--- config.mk ---
export PLATFORM = sky130hd
export DESIGN_NAME = mux_4_1_scan_ctrl_flat
export DESIGN_NICKNAME = d
export VERILOG_FILES = /design/src/rtl/mux_4_1_scan_ctrl_if.sv /design/src/rtl/mux_4_1_scan_ctrl.sv /design/src/flat_wrapper.sv
export SDC_FILE = /design/constraint.sdc
export NUM_CORES = 1
export LEC_CHECK = 0
export CORE_UTILIZATION = 43
export CTS_CLUSTER_DIAMETER = 150
export DETAILED_ROUTE_END_ITERATION = 16
export PLACE_DENSITY = 0.85
export SETUP_SLACK_MARGIN = 0.5
export SLEW_MARGIN = 20
export SYNTH_ARGS = -nofsm -noshare
export SYNTH_HDL_FRONTEND = slang
export SYNTH_SLANG_ARGS = --single-unit
export TNS_END_PERCENT = 1
--- constraint.sdc ---
create_clock -name clk -period 2.3 [get_ports clk]
set_input_delay 0.23 -clock clk [delete_from_list [all_inputs] [get_ports clk]]
set_output_delay 0.23 -clock clk [all_outputs]
set_load 0.01 [all_outputs]
--- src/rtl/mux_4_1_scan_ctrl_if.sv ---
// Valid/ready bundle for the scan controller: parallel word in, serial bit stream out.
// master is the environment side, slave is the controller side.
interface mux_4_1_scan_ctrl_if;
   logic       in_valid;
   logic       in_ready;
   logic [3:0] in_data;
   logic       ser_valid;
   logic       ser_ready;
   logic       ser_bit;
   logic       ser_last;

   modport master (
      output in_valid, in_data, ser_ready,
      input  in_ready, ser_valid, ser_bit, ser_last
   );

   modport slave (
      input  in_valid, in_data, ser_ready,
      output in_ready, ser_valid, ser_bit, ser_last
   );
endinterface

--- src/rtl/mux_4_1_scan_ctrl.sv ---
// Serializer around a 4:1 mux: latches a 4-bit word onto the mux inputs and walks the select
// through all four codes, returning the mux output as a valid/ready serial stream.
module mux_4_1_scan_ctrl #(
   parameter bit          MSB_FIRST = 1'b0,
   parameter int unsigned CNT_W     = 8
) (
   input  logic                 clk,
   input  logic                 rst,
   mux_4_1_scan_ctrl_if.slave   bus,
   output logic [3:0]           mux_i,
   output logic [1:0]           s,
   input  logic                 y_in,
   output logic                 busy,
   output logic [CNT_W-1:0]     word_count
);

   localparam logic [1:0] SelStart = MSB_FIRST ? 2'b11 : 2'b00;
   localparam logic [1:0] SelEnd   = MSB_FIRST ? 2'b00 : 2'b11;

   typedef enum logic {StIdle, StShift} state_e;

   state_e           state_q, state_d;
   logic [3:0]       word_q, word_d;
   logic [1:0]       sel_q, sel_d;
   logic [CNT_W-1:0] cnt_q, cnt_d;

   always_ff @(posedge clk) begin
      if (rst) begin
         state_q <= StIdle;
         word_q  <= 4'b0000;
         sel_q   <= SelStart;
         cnt_q   <= '0;
      end else begin
         state_q <= state_d;
         word_q  <= word_d;
         sel_q   <= sel_d;
         cnt_q   <= cnt_d;
      end
   end

   always_comb begin
      state_d = state_q;
      word_d  = word_q;
      sel_d   = sel_q;
      cnt_d   = cnt_q;
      unique case (state_q)
         StIdle: begin
            if (bus.in_valid) begin
               word_d  = bus.in_data;
               sel_d   = SelStart;
               state_d = StShift;
            end
         end
         StShift: begin
            // Without ser_ready everything holds, which keeps the bit stable under backpressure.
            if (bus.ser_ready) begin
               if (sel_q == SelEnd) begin
                  state_d = StIdle;
                  sel_d   = SelStart;
                  cnt_d   = cnt_q + CNT_W'(1);
               end else begin
                  sel_d = MSB_FIRST ? sel_q - 2'd1 : sel_q + 2'd1;
               end
            end
         end
         default: state_d = StIdle;
      endcase
   end

   assign bus.in_ready  = (state_q == StIdle);
   assign bus.ser_valid = (state_q == StShift);
   assign bus.ser_bit   = y_in;
   assign bus.ser_last  = (state_q == StShift) && (sel_q == SelEnd);
   assign busy          = (state_q == StShift);
   assign mux_i         = word_q;
   assign s             = sel_q;
   assign word_count    = cnt_q;

endmodule

--- src/flat_wrapper.sv ---
// flat-port wrapper written by rule: the top's interface ports become plain ports
module mux_4_1_scan_ctrl_flat 
#(
   parameter bit          MSB_FIRST = 1'b0,
   parameter int unsigned CNT_W     = 8
)
  (clk, rst, mux_i, s, y_in, busy, word_count, bus_in_valid, bus_in_data, bus_ser_ready, bus_in_ready, bus_ser_valid, bus_ser_bit, bus_ser_last);
  mux_4_1_scan_ctrl_if bus_i ();
  input  logic clk;
  input  logic rst;
  output logic [3:0] mux_i;
  output logic [1:0] s;
  input  logic y_in;
  output logic busy;
  output logic [CNT_W-1:0] word_count;
  input wire logic [$bits(bus_i.in_valid)-1:0] bus_in_valid;
  input wire logic [$bits(bus_i.in_data)-1:0] bus_in_data;
  input wire logic [$bits(bus_i.ser_ready)-1:0] bus_ser_ready;
  output wire logic [$bits(bus_i.in_ready)-1:0] bus_in_ready;
  output wire logic [$bits(bus_i.ser_valid)-1:0] bus_ser_valid;
  output wire logic [$bits(bus_i.ser_bit)-1:0] bus_ser_bit;
  output wire logic [$bits(bus_i.ser_last)-1:0] bus_ser_last;
  assign bus_i.in_valid = bus_in_valid;
  assign bus_i.in_data = bus_in_data;
  assign bus_i.ser_ready = bus_ser_ready;
  assign bus_in_ready = bus_i.in_ready;
  assign bus_ser_valid = bus_i.ser_valid;
  assign bus_ser_bit = bus_i.ser_bit;
  assign bus_ser_last = bus_i.ser_last;
  mux_4_1_scan_ctrl #(.MSB_FIRST(MSB_FIRST), .CNT_W(CNT_W)) u_core (.clk(clk), .rst(rst), .bus(bus_i), .mux_i(mux_i), .s(s), .y_in(y_in), .busy(busy), .word_count(word_count));
endmodule
==> flow_summary.json <==
{
  "place_hpwl_mm": 1.071,
  "crit_chain": "clkdlybuf4s50_1",
  "slowest_stage": "clkdlybuf4s50_1",
  "fillers": 121,
  "rr_endpoint": "u_core.word_count[5]$_SDFFE_PP0P_",
  "gr-total-overflow": 0,
  "initial_core_util_pct": 48.72,
  "clock_sinks": 15,
  "synth_top_area_share_pct": 45.11,
  "min_from": "y_in",
  "drive_gt1_share_pct": 11.70,
  "fp.dieW_um": 41.35,
  "rr_worst_depth": 4,
  "power.density_mw_per_mm2": 522.8,
  "port-buffer-count": 25,
  "final.setup.worst_slack_ps": 693.7,
  "path_clk_slew_ps": 120,
  "maxSlewHeadroom_pct": 61.32,
  "dr.first_iter.drc_count": 4,
  "path_buf_inv": 1,
  "min_period_ps": 1606,
  "dp_slack_ps": 430.8,
  "reg2reg_slack_ps": 770,
  "critPathMaxFanout": 13,
  "rows": 13,
  "finClkSkew_ps": 16.65,
  "die-area_mm2": 0.001709,
  "hp-class": "input pin to output port",
  "power_leakage_uw": 0.0003547,
  "cts_tree": "done",
  "rsz0062_at_grt": "false",
  "grt_use_total_pct": 20.51,
  "yosysWarnings": 0,
  "multi_input_area_um2": 344.1,
  "fin_nets": 106,
  "antenna_found_initial": 0,
  "synthesis.nets": 81,
  "grt_pass1_wl_mm": 2.242,
  "endpoint_kind": "output port",
  "ir_drop_mv": 0.3734,
  "syn_to_final_growth_pct": 43.61,
  "r2r_start": "u_core.s[0]$_SDFFE_PP0P_",
  "critPathKind": "flop to output port",
  "max_slew.worst_pin.slew_ps": 578.3,
  "grt_pass1_vias": 528,
  "fmax_mhz": 622.5,
  "finalMaxSlewViolations": 0,
  "final-setup-viol-count": 0,
  "worst_path_largest_cell_delay_ps": 590,
  "place_area_um2": 904.6,
  "cts_buffers": 3,
  "drt_wl_total_mm": 1.532,
  "insertion_delay_ps": 300,
  "tns_ps": 0,
  "num_vias": 604,
  "yosysTopAreaCell": "dfxtp_1",
  "synth_cell_types": 21,
  "io_pins": 28,
  "gp_congestion": 0.7126,
  "ant_nets": 0,
  "power.total_uw": 499.7,
  "die_h_um": 41.35,
  "start_kind": "flop",
  "core-area_mm2": 0.001366,
  "post-place-cells": 105,
  "critPathArrivalTime_ps": 1380,
  "vias_per_cell": 5.541,
  "layout.area.seq_um2": 306.5,
  "routedWlPerCell_um": 14.06,
  "synth_seq_area_share_pct": 45.11,
  "dr.pass1.iters": 4,
  "final_area_um2": 955.9,
  "outcome": "complete, no violations",
  "synth_area_leaders": "dfxtp_1, mux2i_1, nor2_1",
  "hold-path-endpoint": "bus_ser_bit",
  "syn_inst": 70,
  "finalCritPeriodShare_pct": 69.84,
  "cp_top_family": "buffers and inverters",
  "antenna_cells": 0,
  "cts_max_level": 1,
  "final_cells": 109,
  "syn_area_um2": 665.6,
  "synth-seq-cells": 15,
  "hold_buffers": 0,
  "whs_path_depth": 0,
  "max_cap_viol_count": 0,
  "post-route-drc-count": 0,
  "synth.avg_cell_area_um2": 9.509,
  "grt_max_degree": 16,
  "clockBufferDepth": 2,
  "root_buffer": "clkbuf_4",
  "hold_viol": 0,
  "cp.required_ps": 2070
}
[stage by stage]
step	utilization, %	hold WS, ps
6_report	69.96	460.0
5_1_grt	69.96	460.0
4_1_cts	69.51	460.1
3_5_place_dp	66.21	460.1
3_3_place_gp	66.21	460.1
2_1_floorplan	-	299.1
[layout by cell type, fill, tap and decap left out, types with 2 or more instances in the layout]
master            n
a21oi_1           5
a32oi_1           2
clkbuf_4          3
clkdlybuf4s50_1  24
dfxtp_1          12
dfxtp_2           2
mux2i_1           6
nand2_1           4
nand4_1           2
nor2_1           11
o21ai_0           2
o31ai_1           3
or3_2             2
or4_1             3
xor2_1            2
[power breakdown]
group / switching, uW / total [uW] / internal [uW]
Clock: 101 / 167 / 66.1
Sequential: 8.57 / 275 / 266
Combinational: 24.2 / 58.0 / 33.8
[cells in the mapped netlist]
cell type / number
nand2_1: 4
dfxtp_1: 15
nand3_1: 1
or4_1: 3
nand4_1: 2
xor2_1: 2
a32oi_1: 2
and2_1: 1
or3_2: 2
nand4_4: 1
o31ai_1: 3
clkbuf_1: 2
ha_1: 2
a311oi_1: 1
inv_1: 1
nor2b_1: 1
mux2i_1: 6
buf_4: 3
o21ai_0: 2
nor2_1: 11
a21oi_1: 5
[final cells by class]
cell class	instances	area share [%]
clock buffers	3	2.356
clock inverters	1	0.7853
inverters	1	0.3927
multi-input cells	49	35.99
flip-flops and latches	15	32.07
well taps	15	1.963
repair buffers	25	26.44
[routing by layer]
metal  part of all wire, %  track usage, %  up-vias
met1                    45           22.95      284
met5                     0               0        -
met3                   4.6           6.383        2
met2                    49           35.94       21
li1                      -               -      297
met4                  0.59           8.065        0
[worst max-delay path by stage]
| stage | startpoint | end | slack [ps] | cells past startpoint |
|---|---|---|---|---|
| after floorplan | u_core.s[0]$_SDFFE_PP0P_ | u_core.word_count[6]$_SDFFE_PP0P_ | 750 | 4 |
| after global placement | bus_ser_ready | u_core.word_count[7]$_SDFFE_PP0P_ | 520 | 4 |
| after detailed placement | bus_ser_ready | u_core.word_count[5]$_SDFFE_PP0P_ | 430 | 4 |
| after CTS | u_core.s[1]$_SDFFE_PP0P_ | bus_ser_last | 510 | 3 |
| after global routing | u_core.bus.ser_valid$_SDFF_PP0_ | busy | 630 | 1 |
| final | u_core.bus.ser_valid$_SDFF_PP0_ | bus_ser_valid | 690 | 1 |
[cells by family (layout without fill, tap and decap cells)]
group | Yosys count | count (layout) | share of synthesized area [%]
AO/OA/AOI/OAI | 13 | 13 | 12.59
adder cells (fa/ha/maj) | 2 | 2 | 3.759
XOR/XNOR | 2 | 2 | 2.632
flip-flops | 15 | 15 | 45.11
buffers and inverters | 6 | 30 | 5.075
AND/OR/NAND/NOR | 26 | 26 | 21.80
multiplexers | 6 | 6 | 9.023
[sequential cells by signal, indices dropped and copies added, names as in the netlist]
signal / flops
u_core.bus.ser_valid: 1
u_core.mux_i: 4
u_core.s: 2
u_core.word_count: 8
[repair_timing]
action,in CTS,in global routing
resized for setup,4,3
buffers inserted,0,0
endpoints found under the setup margin,1,1
(Power assumes the default switching activity.)
